[config.mk]
export PLATFORM = sky130hd
export DESIGN_NAME = sh4a_issue_stage
export DESIGN_NICKNAME = d
export VERILOG_FILES = /design/src/rtl/sh4a_pkg.sv /design/src/rtl/sh4a_scoreboard.sv /design/src/rtl/sh4a_issue_stage.sv
export SDC_FILE = /design/constraint.sdc
export NUM_CORES = 1
export LEC_CHECK = 0
export ABC_AREA = 1
export CAP_MARGIN = 20
export CORE_UTILIZATION = 45
export CTS_CLUSTER_SIZE = 28
export DETAILED_ROUTE_END_ITERATION = 16
export PLACE_DENSITY = 0.7
export SLEW_MARGIN = 40
export SYNTH_ARGS = -nofsm -noshare
export SYNTH_HDL_FRONTEND = slang
export SYNTH_SLANG_ARGS = --single-unit
[constraint.sdc]
create_clock -name i_clk -period 4.3 [get_ports i_clk]
set_input_delay 0.645 -clock i_clk [delete_from_list [all_inputs] [get_ports i_clk]]
set_output_delay 0.645 -clock i_clk [all_outputs]
set_load 0.05 [all_outputs]
[src/rtl/sh4a_pkg.sv]
// Shared types, sizes and the logical-to-physical bank map
// for the SH-4A integer issue stage and its scoreboard.
package sh4a_pkg;

    localparam int NUM_PHYS_REGS = 24;
    localparam int IDX_W         = 5;
    localparam int LOG_W         = 4;
    localparam int LAT_W         = 2;

    localparam logic [IDX_W-1:0] REG0_BANK0 = 5'd0;
    localparam logic [IDX_W-1:0] REG7_BANK0 = 5'd7;
    localparam logic [IDX_W-1:0] REG0_BANK1 = 5'd16;
    localparam logic [IDX_W-1:0] REG7_BANK1 = 5'd23;

    localparam logic [IDX_W-1:0] NPR_IDX = IDX_W'(NUM_PHYS_REGS);

    // R0-R7 move to the bank1 copies at 16-23 when SR.RB is set
    function automatic logic [IDX_W-1:0] bank_map(
        input logic             bank,
        input logic [LOG_W-1:0] idx
    );
        logic [IDX_W-1:0] w_ext;
        w_ext = {1'b0, idx};
        if (bank && (w_ext <= REG7_BANK0))
            return REG0_BANK1 + w_ext;
        return w_ext;
    endfunction

endpackage

[src/rtl/sh4a_scoreboard.sv]
// Busy-bit scoreboard: two set ports (accepted writes), two clear ports
// (writebacks), four lookups. Ports: i_set_*, i_clr_*, i_lk_idx/o_lk_busy, o_busy.
module sh4a_scoreboard
    import sh4a_pkg::*;
(
    input  logic                        i_clk,
    input  logic                        i_reset,
    input  logic [1:0]                  i_set_en,
    input  logic [1:0][IDX_W-1:0]       i_set_idx,
    input  logic [1:0]                  i_clr_en,
    input  logic [1:0][IDX_W-1:0]       i_clr_idx,
    input  logic [3:0][IDX_W-1:0]       i_lk_idx,
    output logic [3:0]                  o_lk_busy,
    output logic [NUM_PHYS_REGS-1:0]    o_busy
);

    logic [NUM_PHYS_REGS-1:0] r_busy;
    logic [NUM_PHYS_REGS-1:0] w_set;
    logic [NUM_PHYS_REGS-1:0] w_clr;

    always_comb begin
        w_set = '0;
        w_clr = '0;
        for (int k = 0; k < 2; k++) begin
            if (i_set_en[k] && (i_set_idx[k] < NPR_IDX))
                w_set[i_set_idx[k]] = 1'b1;
            if (i_clr_en[k] && (i_clr_idx[k] < NPR_IDX))
                w_clr[i_clr_idx[k]] = 1'b1;
        end
    end

    // a set in the same cycle as a clear of the same bit wins
    always_ff @(posedge i_clk) begin
        if (i_reset)
            r_busy <= '0;
        else
            r_busy <= (r_busy & ~w_clr) | w_set;
    end

    // lookups see the registered vector: no writeback bypass
    always_comb begin
        o_lk_busy = '0;
        for (int j = 0; j < 4; j++) begin
            if (i_lk_idx[j] < NPR_IDX)
                o_lk_busy[j] = r_busy[i_lk_idx[j]];
        end
    end

    assign o_busy = r_busy;

`ifdef FORMAL
    for (genvar k = 0; k < 2; k++) begin : g_wb_chk
        a_wb_busy: assert property (
            @(posedge i_clk) disable iff (i_reset)
            (i_clr_en[k] && (i_clr_idx[k] < NPR_IDX))
                |-> r_busy[i_clr_idx[k]]
        );
    end
`endif

endmodule

[src/rtl/sh4a_issue_stage.sv]
// Dual-issue stage: hazard check, pairing, pipe steering, registered issue.
// Ports: decoder pair in, o_dec_consume, writeback in, pipe0/pipe1 issue out.
module sh4a_issue_stage
    import sh4a_pkg::*;
(
    input  logic                  i_clk,
    input  logic                  i_reset,
    input  logic                  i_bank_sel,
    input  logic [1:0]            i_dec_valid,
    input  logic [1:0][LOG_W-1:0] i_dec_rs0,
    input  logic [1:0][LOG_W-1:0] i_dec_rs1,
    input  logic [1:0]            i_dec_use_rs0,
    input  logic [1:0]            i_dec_use_rs1,
    input  logic [1:0][LOG_W-1:0] i_dec_rd,
    input  logic [1:0]            i_dec_wr,
    input  logic [1:0]            i_dec_pipe0_only,
    output logic [1:0]            o_dec_consume,
    input  logic                  i_flush,
    input  logic [1:0]            i_wb_valid,
    input  logic [1:0][IDX_W-1:0] i_wb_idx,
    output logic                  o_iss_valid_p0,
    output logic                  o_iss_valid_p1,
    output logic                  o_iss_slot_p0,
    output logic                  o_iss_slot_p1,
    output logic [IDX_W-1:0]      o_int_idx_read0_pipe0,
    output logic [IDX_W-1:0]      o_int_idx_read1_pipe0,
    output logic [IDX_W-1:0]      o_int_idx_read0_pipe1,
    output logic [IDX_W-1:0]      o_int_idx_read1_pipe1,
    output logic [IDX_W-1:0]      o_iss_rd_p0,
    output logic [IDX_W-1:0]      o_iss_rd_p1
);

    logic [1:0][IDX_W-1:0]    w_rs0;
    logic [1:0][IDX_W-1:0]    w_rs1;
    logic [1:0][IDX_W-1:0]    w_rd;
    logic [NUM_PHYS_REGS-1:0] w_busy;
    logic [3:0]               w_lk_busy;
    logic [1:0]               w_haz;
    logic                     w_dep;
    logic                     w_waw;
    logic                     w_acc0;
    logic                     w_acc1;
    logic                     w_p0_slot;
    logic                     w_p1_slot;

    logic                     r_v0;
    logic                     r_v1;
    logic                     r_slot0;
    logic                     r_slot1;
    logic [IDX_W-1:0]         r_r0_p0;
    logic [IDX_W-1:0]         r_r1_p0;
    logic [IDX_W-1:0]         r_r0_p1;
    logic [IDX_W-1:0]         r_r1_p1;
    logic [IDX_W-1:0]         r_rd_p0;
    logic [IDX_W-1:0]         r_rd_p1;

    always_comb begin
        for (int s = 0; s < 2; s++) begin
            w_rs0[s] = bank_map(i_bank_sel, i_dec_rs0[s]);
            w_rs1[s] = bank_map(i_bank_sel, i_dec_rs1[s]);
            w_rd[s]  = bank_map(i_bank_sel, i_dec_rd[s]);
        end
    end

    sh4a_scoreboard u_sb (
        .i_clk     (i_clk),
        .i_reset   (i_reset),
        .i_set_en  ({w_acc1 & i_dec_wr[1], w_acc0 & i_dec_wr[0]}),
        .i_set_idx (w_rd),
        .i_clr_en  (i_wb_valid),
        .i_clr_idx (i_wb_idx),
        .i_lk_idx  ({w_rs1[1], w_rs0[1], w_rs1[0], w_rs0[0]}),
        .o_lk_busy (w_lk_busy),
        .o_busy    (w_busy)
    );

    // phys rd is always below 24, so the direct bit select is safe
    always_comb begin
        for (int s = 0; s < 2; s++) begin
            w_haz[s] = (i_dec_use_rs0[s] & w_lk_busy[2*s])
                     | (i_dec_use_rs1[s] & w_lk_busy[2*s+1])
                     | (i_dec_wr[s] & w_busy[w_rd[s]]);
        end
    end

    // intra-pair RAW and WAW
    assign w_dep = i_dec_wr[0]
                 & ((i_dec_use_rs0[1] & (w_rs0[1] == w_rd[0]))
                 |  (i_dec_use_rs1[1] & (w_rs1[1] == w_rd[0])));
    assign w_waw = i_dec_wr[0] & i_dec_wr[1] & (w_rd[0] == w_rd[1]);

    assign w_acc0 = i_dec_valid[0] & ~i_flush & ~w_haz[0];
    assign w_acc1 = w_acc0 & i_dec_valid[1] & ~w_haz[1]
                  & ~w_dep & ~w_waw
                  & ~(i_dec_pipe0_only[0] & i_dec_pipe0_only[1]);

    // a pipe0-only slot1 swaps the pair; a lone slot0 stays on pipe0
    assign w_p0_slot = w_acc1 & i_dec_pipe0_only[1];
    assign w_p1_slot = ~w_p0_slot;

    always_comb begin
        o_dec_consume = 2'd0;
        unique case (1'b1)
            w_acc1:            o_dec_consume = 2'd2;
            w_acc0 & ~w_acc1:  o_dec_consume = 2'd1;
            default:           o_dec_consume = 2'd0;
        endcase
    end

    always_ff @(posedge i_clk) begin
        if (i_reset) begin
            r_v0    <= 1'b0;
            r_v1    <= 1'b0;
            r_slot0 <= 1'b0;
            r_slot1 <= 1'b0;
            r_r0_p0 <= '0;
            r_r1_p0 <= '0;
            r_r0_p1 <= '0;
            r_r1_p1 <= '0;
            r_rd_p0 <= '0;
            r_rd_p1 <= '0;
        end else begin
            r_v0 <= w_acc0;
            r_v1 <= w_acc1;
            if (w_acc0) begin
                r_slot0 <= w_p0_slot;
                r_r0_p0 <= w_rs0[w_p0_slot];
                r_r1_p0 <= w_rs1[w_p0_slot];
                r_rd_p0 <= w_rd[w_p0_slot];
            end
            if (w_acc1) begin
                r_slot1 <= w_p1_slot;
                r_r0_p1 <= w_rs0[w_p1_slot];
                r_r1_p1 <= w_rs1[w_p1_slot];
                r_rd_p1 <= w_rd[w_p1_slot];
            end
        end
    end

    assign o_iss_valid_p0        = r_v0;
    assign o_iss_valid_p1        = r_v1;
    assign o_iss_slot_p0         = r_slot0;
    assign o_iss_slot_p1         = r_slot1;
    assign o_int_idx_read0_pipe0 = r_r0_p0;
    assign o_int_idx_read1_pipe0 = r_r1_p0;
    assign o_int_idx_read0_pipe1 = r_r0_p1;
    assign o_int_idx_read1_pipe1 = r_r1_p1;
    assign o_iss_rd_p0           = r_rd_p0;
    assign o_iss_rd_p1           = r_rd_p1;

endmodule
* Word level (Yosys, flattened, before mapping)
Index checks and enable logic that the tools add are counted.
Operators by class: magnitude comparators 28, bitwise operators 41, mux-type cells 59, equal/unequal tests 3, add/subtract/negate cells 6, reduce and logical (&&, ||, !) cells 14
Operators by type and width (count):
- 5-bit two-way mux | 24
- 24-bit two-way mux | 4
- 24-bit OR | 3
- 5-bit by 6-bit < comparator with 1-bit output, second input constant | 8
- 5-bit < comparator, second input constant | 8
- 5-bit by 4-bit adder with 5-bit output, first input constant | 6
- 1-bit binary-select mux with 5-bit select | 6
- 24-bit bitwise AND | 1
- 4-bit by 3-bit <= comparator with 1-bit output, second input constant | 6
- 24-bit inverter | 1
- 1-bit bitwise AND | 23
- 1-bit demux with 5-bit select | 4
- 5-bit by 1-bit >= comparator with 1-bit output, second input constant | 4
- 1-bit two-way mux | 20
- 5-bit equality test | 3
- 1-bit logical AND | 14
- 1-bit inverter | 8
- 1-bit OR | 5
- 1-bit by 2-bit < comparator with 1-bit output, second input constant | 2
- 2-bit one-hot mux with 2 select lines | 1
Word-level totals: flip-flop bits (word level) 58, logic and storage cells 162

* Logic depth before layout (Yosys ltp)
Gate-level depths: netlist (run 1).
depth after elaboration 21, mapped depth 19, gate-level depth less buffers 18

* Modules after synthesis
From an unflattened synthesis (run 1), not the netlist that was laid out.
Unflattened totals: cell total of the unflattened synthesis 926, area total of the unflattened synthesis 5101.1 µm²
Modules (own cells, without submodules):
- sh4a_scoreboard | cells each 529, instances 1, sequential area each 480.5 µm², area an instance 2650.0 µm²
- sh4a_issue_stage | cells each 397, instances 1, sequential area each 680.7 µm², area an instance 2451.1 µm²

* Least setup slack after synthesis (run 1)
Ideal clock, no wire load.
path kind input port to output port, start input port i_dec_rd[5] in the netlist's numbering, end output port o_dec_consume[0], path buffers 2, required time 3.655 ns, path slack 1.119 ns, data arrival time 2.536 ns, cell stages on the path 12, cell sequence buf_2 > inv_2 > nor2_1 > a21oi_1 > nand2_1 > nand2_1 > nand2_1 > inv_1 > a21oi_1 > nor2_2 > buf_2 > nor2_1
On the way: longest elaborated chain between the ends 16, elaborated cells on any way between the ends 21, classes of those cells add/sub (1); order compare (1); eq/ne (1); mux (6); bitwise (11); reduce/logical (1)
Ends and longest elaborated chain:
- from (decl) | line sh4a_issue_stage.sv:14 | input logic [1:0][LOG_W-1:0] i_dec_rd,
- 4-bit by 3-bit <= comparator with 1-bit output | line sh4a_pkg.sv:24 | if (bank && (w_ext <= REG7_BANK0))
- 1-bit logical AND | line sh4a_pkg.sv:24
- 1-bit two-way mux | line sh4a_pkg.sv:24
- 5-bit two-way mux * | line sh4a_pkg.sv:26 | return w_ext;
- 1-bit binary-select mux with 5-bit select | line sh4a_issue_stage.sv:82 | | (i_dec_wr[s] & w_busy[w_rd[s]]);
- 1-bit two-way mux (not written as such) | line sh4a_issue_stage.sv:82
- 1-bit bitwise AND | line sh4a_issue_stage.sv:82
- 1-bit OR | line sh4a_issue_stage.sv:82
- 1-bit inverter | line sh4a_issue_stage.sv:93 | assign w_acc1 = w_acc0 & i_dec_valid[1] & ~w_haz[1]
- 1-bit bitwise AND | line sh4a_issue_stage.sv:93
- 1-bit bitwise AND | line sh4a_issue_stage.sv:94 | & ~w_dep & ~w_waw
- 1-bit bitwise AND * | line sh4a_issue_stage.sv:94
- 1-bit bitwise AND * | line sh4a_issue_stage.sv:95 | & ~(i_dec_pipe0_only[0] & i_dec_pipe0_only[1]);
- 1-bit inverter | line sh4a_issue_stage.sv:105 | w_acc0 & ~w_acc1: o_dec_consume = 2'd1;
- 1-bit bitwise AND | line sh4a_issue_stage.sv:105
- 2-bit one-hot mux with 2 select lines * | line sh4a_issue_stage.sv:103 | unique case (1'b1)
- to (decl) | line sh4a_issue_stage.sv:17 | output logic [1:0] o_dec_consume,
Mark *: on every way between the ends. The rest lies on a longest branch, timed or not. The select of a mux whose other input is x is not followed.

* Worst setup path after layout (run 1)
start input port i_dec_rd[4] in the netlist's numbering, end output port o_dec_consume[0]
Same word-level chain as after synthesis.

==> metrics, run 1 <==
die width between 100 and 150 um; CP delay by family, top buffers and inverters; vias in the first global route about 5700; PwrDens around 250 nW/um2; Root Buffer clkbuf_8; Clock Sinks between 50 and 60; RSZ-0062 raised after global routing no; # diodes 0; status finished clean; worst-margin pin slew between 700 and 800 ps; post_cts resized 0; CTS max path bufs 2; CTS tree yes; reg-to-reg critical path startpoint u_sb.o_busy[15]$_SDFF_PP0_; setup_tns 0 ps; Syn Inst Count slightly above 900; Cell Chain, Critical Path clkdlybuf4s50_1, inv_2, nor2_1, a22oi_1, nand2_1, nand2_1, nand2_1, inv_1, a21oi_1, nor2_2, nor2_1, buf_12; DRC 0; crit path from i_dec_rd[4]; Net Switching 498 uW; GRT Util Overall 0.356; io pins 86; initial core utilization 0.461; Max-slew headroom 0.513; die area roughly 11000 um2; Layout Cells excl Fill between 1000 and 1500; Std-Cell Rows 38; Cell variety after synth 30; CTS hold repair buffers 0; clk_lat worst skew ~350 ps; Worst Path Class, Setup in2out; die height approximately 110 um; last element of the critical path o_dec_consume[0]; Worst EP required 3650 ps; HPWL Detailed around 15000 um; largest vdd supply drop between 0.2 and 0.3 mV; drt wl/cell 17.7 um; Via density 5.67; DRT Pass-1 Iters 6; Yosys warning count 0; GR Overflow Total 0; Synth Flop Type dfxtp_1; CP Buf/Inv Count 4; Net Sw Frac 0.327; H-tree depth 3; Setup Fix Bufs, Post-CTS 0; min Tclk post-route 3920 ps; CP max stage cell clkdlybuf4s50_1; Fin. Hold Viols 0; fillcell total between 1000 and 1500; Routed Wire Length about 20000 um; clock power share 0.378; Peak Freq roughly 260 MHz; DR iter-0 viols approximately 610; crit path capture type output pin; FF-to-FF path depth 17; ys async rst share 0; CP Data Arrival Time 3270 ps; placed cells between 1000 and 1500; CTS Buf Count 9; layout cells sized above 1 0.0649; Final Core Density 0.570; clock slew at reported path FFs 60 ps; stages on the worst setup path 12; Final ANT Viol Nets 0; final setup vio count 0; max cap viols 0; worst hold path class reg2reg; Leakage between 0.002 and 0.003 uW; commonest cells after routing, fill and taps aside nand2_1, nand3_1, nor2_1, inv_1, clkdlybuf4s50_1; Core Area 10800 um2; vias ~6400; antenna violations before repair 0; Post-Syn Area between 4000 and 5000 um2; Placer Congestion about 1.1; Seq pwr share 0.369; Max FO, Critical Path 15; Final period util 0.911; Syn Area/Cell about 5.5 um2; largest net degree at the start of global routing between 40 and 50; clk_skew about 8.2 ps; area delta synth->final 23.6%; RR Endpoint o_int_idx_read0_pipe0[1]$_SDFFE_PP0N_; Pint 1030 uW; CP startpoint kind input pin; Pins Over Slew Limit 0; commonest non-fill, non-tap cell in the layout nand2_1; CP peak stage delay 850 ps; Yosys reg bits 58; Post-synth EDFFs 0; r2r setup slk between 1500 and 2000 ps; Logic pwr share 0.254; sequential area share after synthesis 0.233; synthesized net count 959; global-route wire length before repair ~31000 um; port bufs 85; Final nets between 1000 and 1500; most frequent CP cell nand2_1
[layer usage]
metal	part of all wire	track usage	up-vias
met5	0	0	-
met3	0.11	0.0857	80
li1	-	-	3089
met4	0.046	0.169	0
met2	0.44	0.556	383
met1	0.40	0.459	2827
[metrics by stage]
stage	area [um2]	hold WS, ps	total power, uW	setup slack [ps]
2_1_floorplan	4980	583	809	1120
3_3_place_gp	5920	459	955	480
3_5_place_dp	5920	458	955	458
4_1_cts	6150	468	1530	446
5_1_grt	6150	500	1590	228
6_report	6150	464	1520	384
[power by group through the flow]
stage	registers [uW]	logic [uW]	clock network, uW
6_report	562	387	576
5_1_grt	563	421	602
2_1_floorplan	618	191	0
3_5_place_dp	574	380	0
4_1_cts	562	382	582
3_3_place_gp	574	381	0
[sequential cells by signal, indices dropped and copies added, names as in the netlist]
signal,cells
o_iss_rd_p0,5
o_iss_valid_p1,1
o_int_idx_read1_pipe1,5
o_iss_slot_p1,1
o_iss_valid_p0,1
o_int_idx_read1_pipe0,5
o_iss_slot_p0,1
o_iss_rd_p1,5
o_int_idx_read0_pipe0,5
o_int_idx_read0_pipe1,5
u_sb.o_busy,24
[area by class of cell]
type / count / area [um2] / share of cell area
clock buffer: 10 / 138 / 0.0224
clock inverter: 6 / 88.8 / 0.0144
inverter: 117 / 439 / 0.0714
multi-input combinational: 695 / 3160 / 0.515
sequential: 58 / 1160 / 0.189
tap: 140 / 175 / 0.0285
timing repair buffer: 100 / 983 / 0.160
[cells by family after synthesis]
family	synth area share
xor gates and xnor gates	0.00352
and+or+nand+nor	0.468
DFF	0.233
buffers and inverters	0.131
AOI/OAI and AO/OA	0.165
[Yosys cell counts, types with 2 or more instances]
| cell | number | area share |
|---|---|---|
| nand2_2 | 4 | 0.0050 |
| dfxtp_1 | 58 | 0.23 |
| nand3_2 | 2 | 0.0040 |
| a22oi_1 | 3 | 0.0045 |
| a31oi_1 | 5 | 0.0063 |
| nor2_1 | 100 | 0.075 |
| buf_4 | 6 | 0.0091 |
| a21oi_1 | 65 | 0.065 |
| nor3_1 | 11 | 0.011 |
| nand2_1 | 296 | 0.22 |
| o311ai_0 | 10 | 0.018 |
| nand3_1 | 116 | 0.12 |
| clkbuf_1 | 13 | 0.0098 |
| buf_2 | 16 | 0.016 |
| buf_6 | 3 | 0.0068 |
| nor2_4 | 3 | 0.0068 |
| o21ai_0 | 21 | 0.021 |
| o22ai_1 | 4 | 0.0050 |
| nand4_1 | 12 | 0.015 |
| o211ai_1 | 17 | 0.026 |
| o21ai_1 | 19 | 0.019 |
| xnor2_1 | 2 | 0.0035 |
| inv_2 | 19 | 0.014 |
| inv_1 | 98 | 0.074 |
[worst min path at each step]
stage	from	to	slack [ps]	cells after the start
global route	o_int_idx_read1_pipe1[4]$_SDFFE_PP0N_	o_int_idx_read1_pipe1[4]$_SDFFE_PP0N_	500	2
CTS	o_int_idx_read0_pipe0[4]$_SDFFE_PP0N_	o_int_idx_read0_pipe0[4]$_SDFFE_PP0N_	470	2
floorplan	u_sb.o_busy[23]$_SDFF_PP0_	u_sb.o_busy[23]$_SDFF_PP0_	580	4
global placement	o_int_idx_read1_pipe1[4]$_SDFFE_PP0N_	o_int_idx_read1_pipe1[4]$_SDFFE_PP0N_	460	2
finish	o_int_idx_read0_pipe0[4]$_SDFFE_PP0N_	o_int_idx_read0_pipe0[4]$_SDFFE_PP0N_	460	2
detailed placement	o_int_idx_read0_pipe0[4]$_SDFFE_PP0N_	o_int_idx_read0_pipe0[4]$_SDFFE_PP0N_	460	2
[worst register-to-register path: cells and delay by family, from the launching register on]
family	cells	cell delay (ps)
buf+inv	3	420
simple gates	13	1680
compound gates	1	70
flops	1	460
(Power assumes the default switching activity.)
==> run 2, diff against run 1 <==
--- a/config.mk
+++ b/config.mk
@@ -10,6 +10,7 @@
 export CORE_UTILIZATION = 45
 export CTS_CLUSTER_SIZE = 28
 export DETAILED_ROUTE_END_ITERATION = 16
+export HOLD_SLACK_MARGIN = 0.08
 export PLACE_DENSITY = 0.7
 export SLEW_MARGIN = 40
 export SYNTH_ARGS = -nofsm -noshare
==> results of run 2 <==
No change in the layout: final DEF, timing and power equal those of run 1.
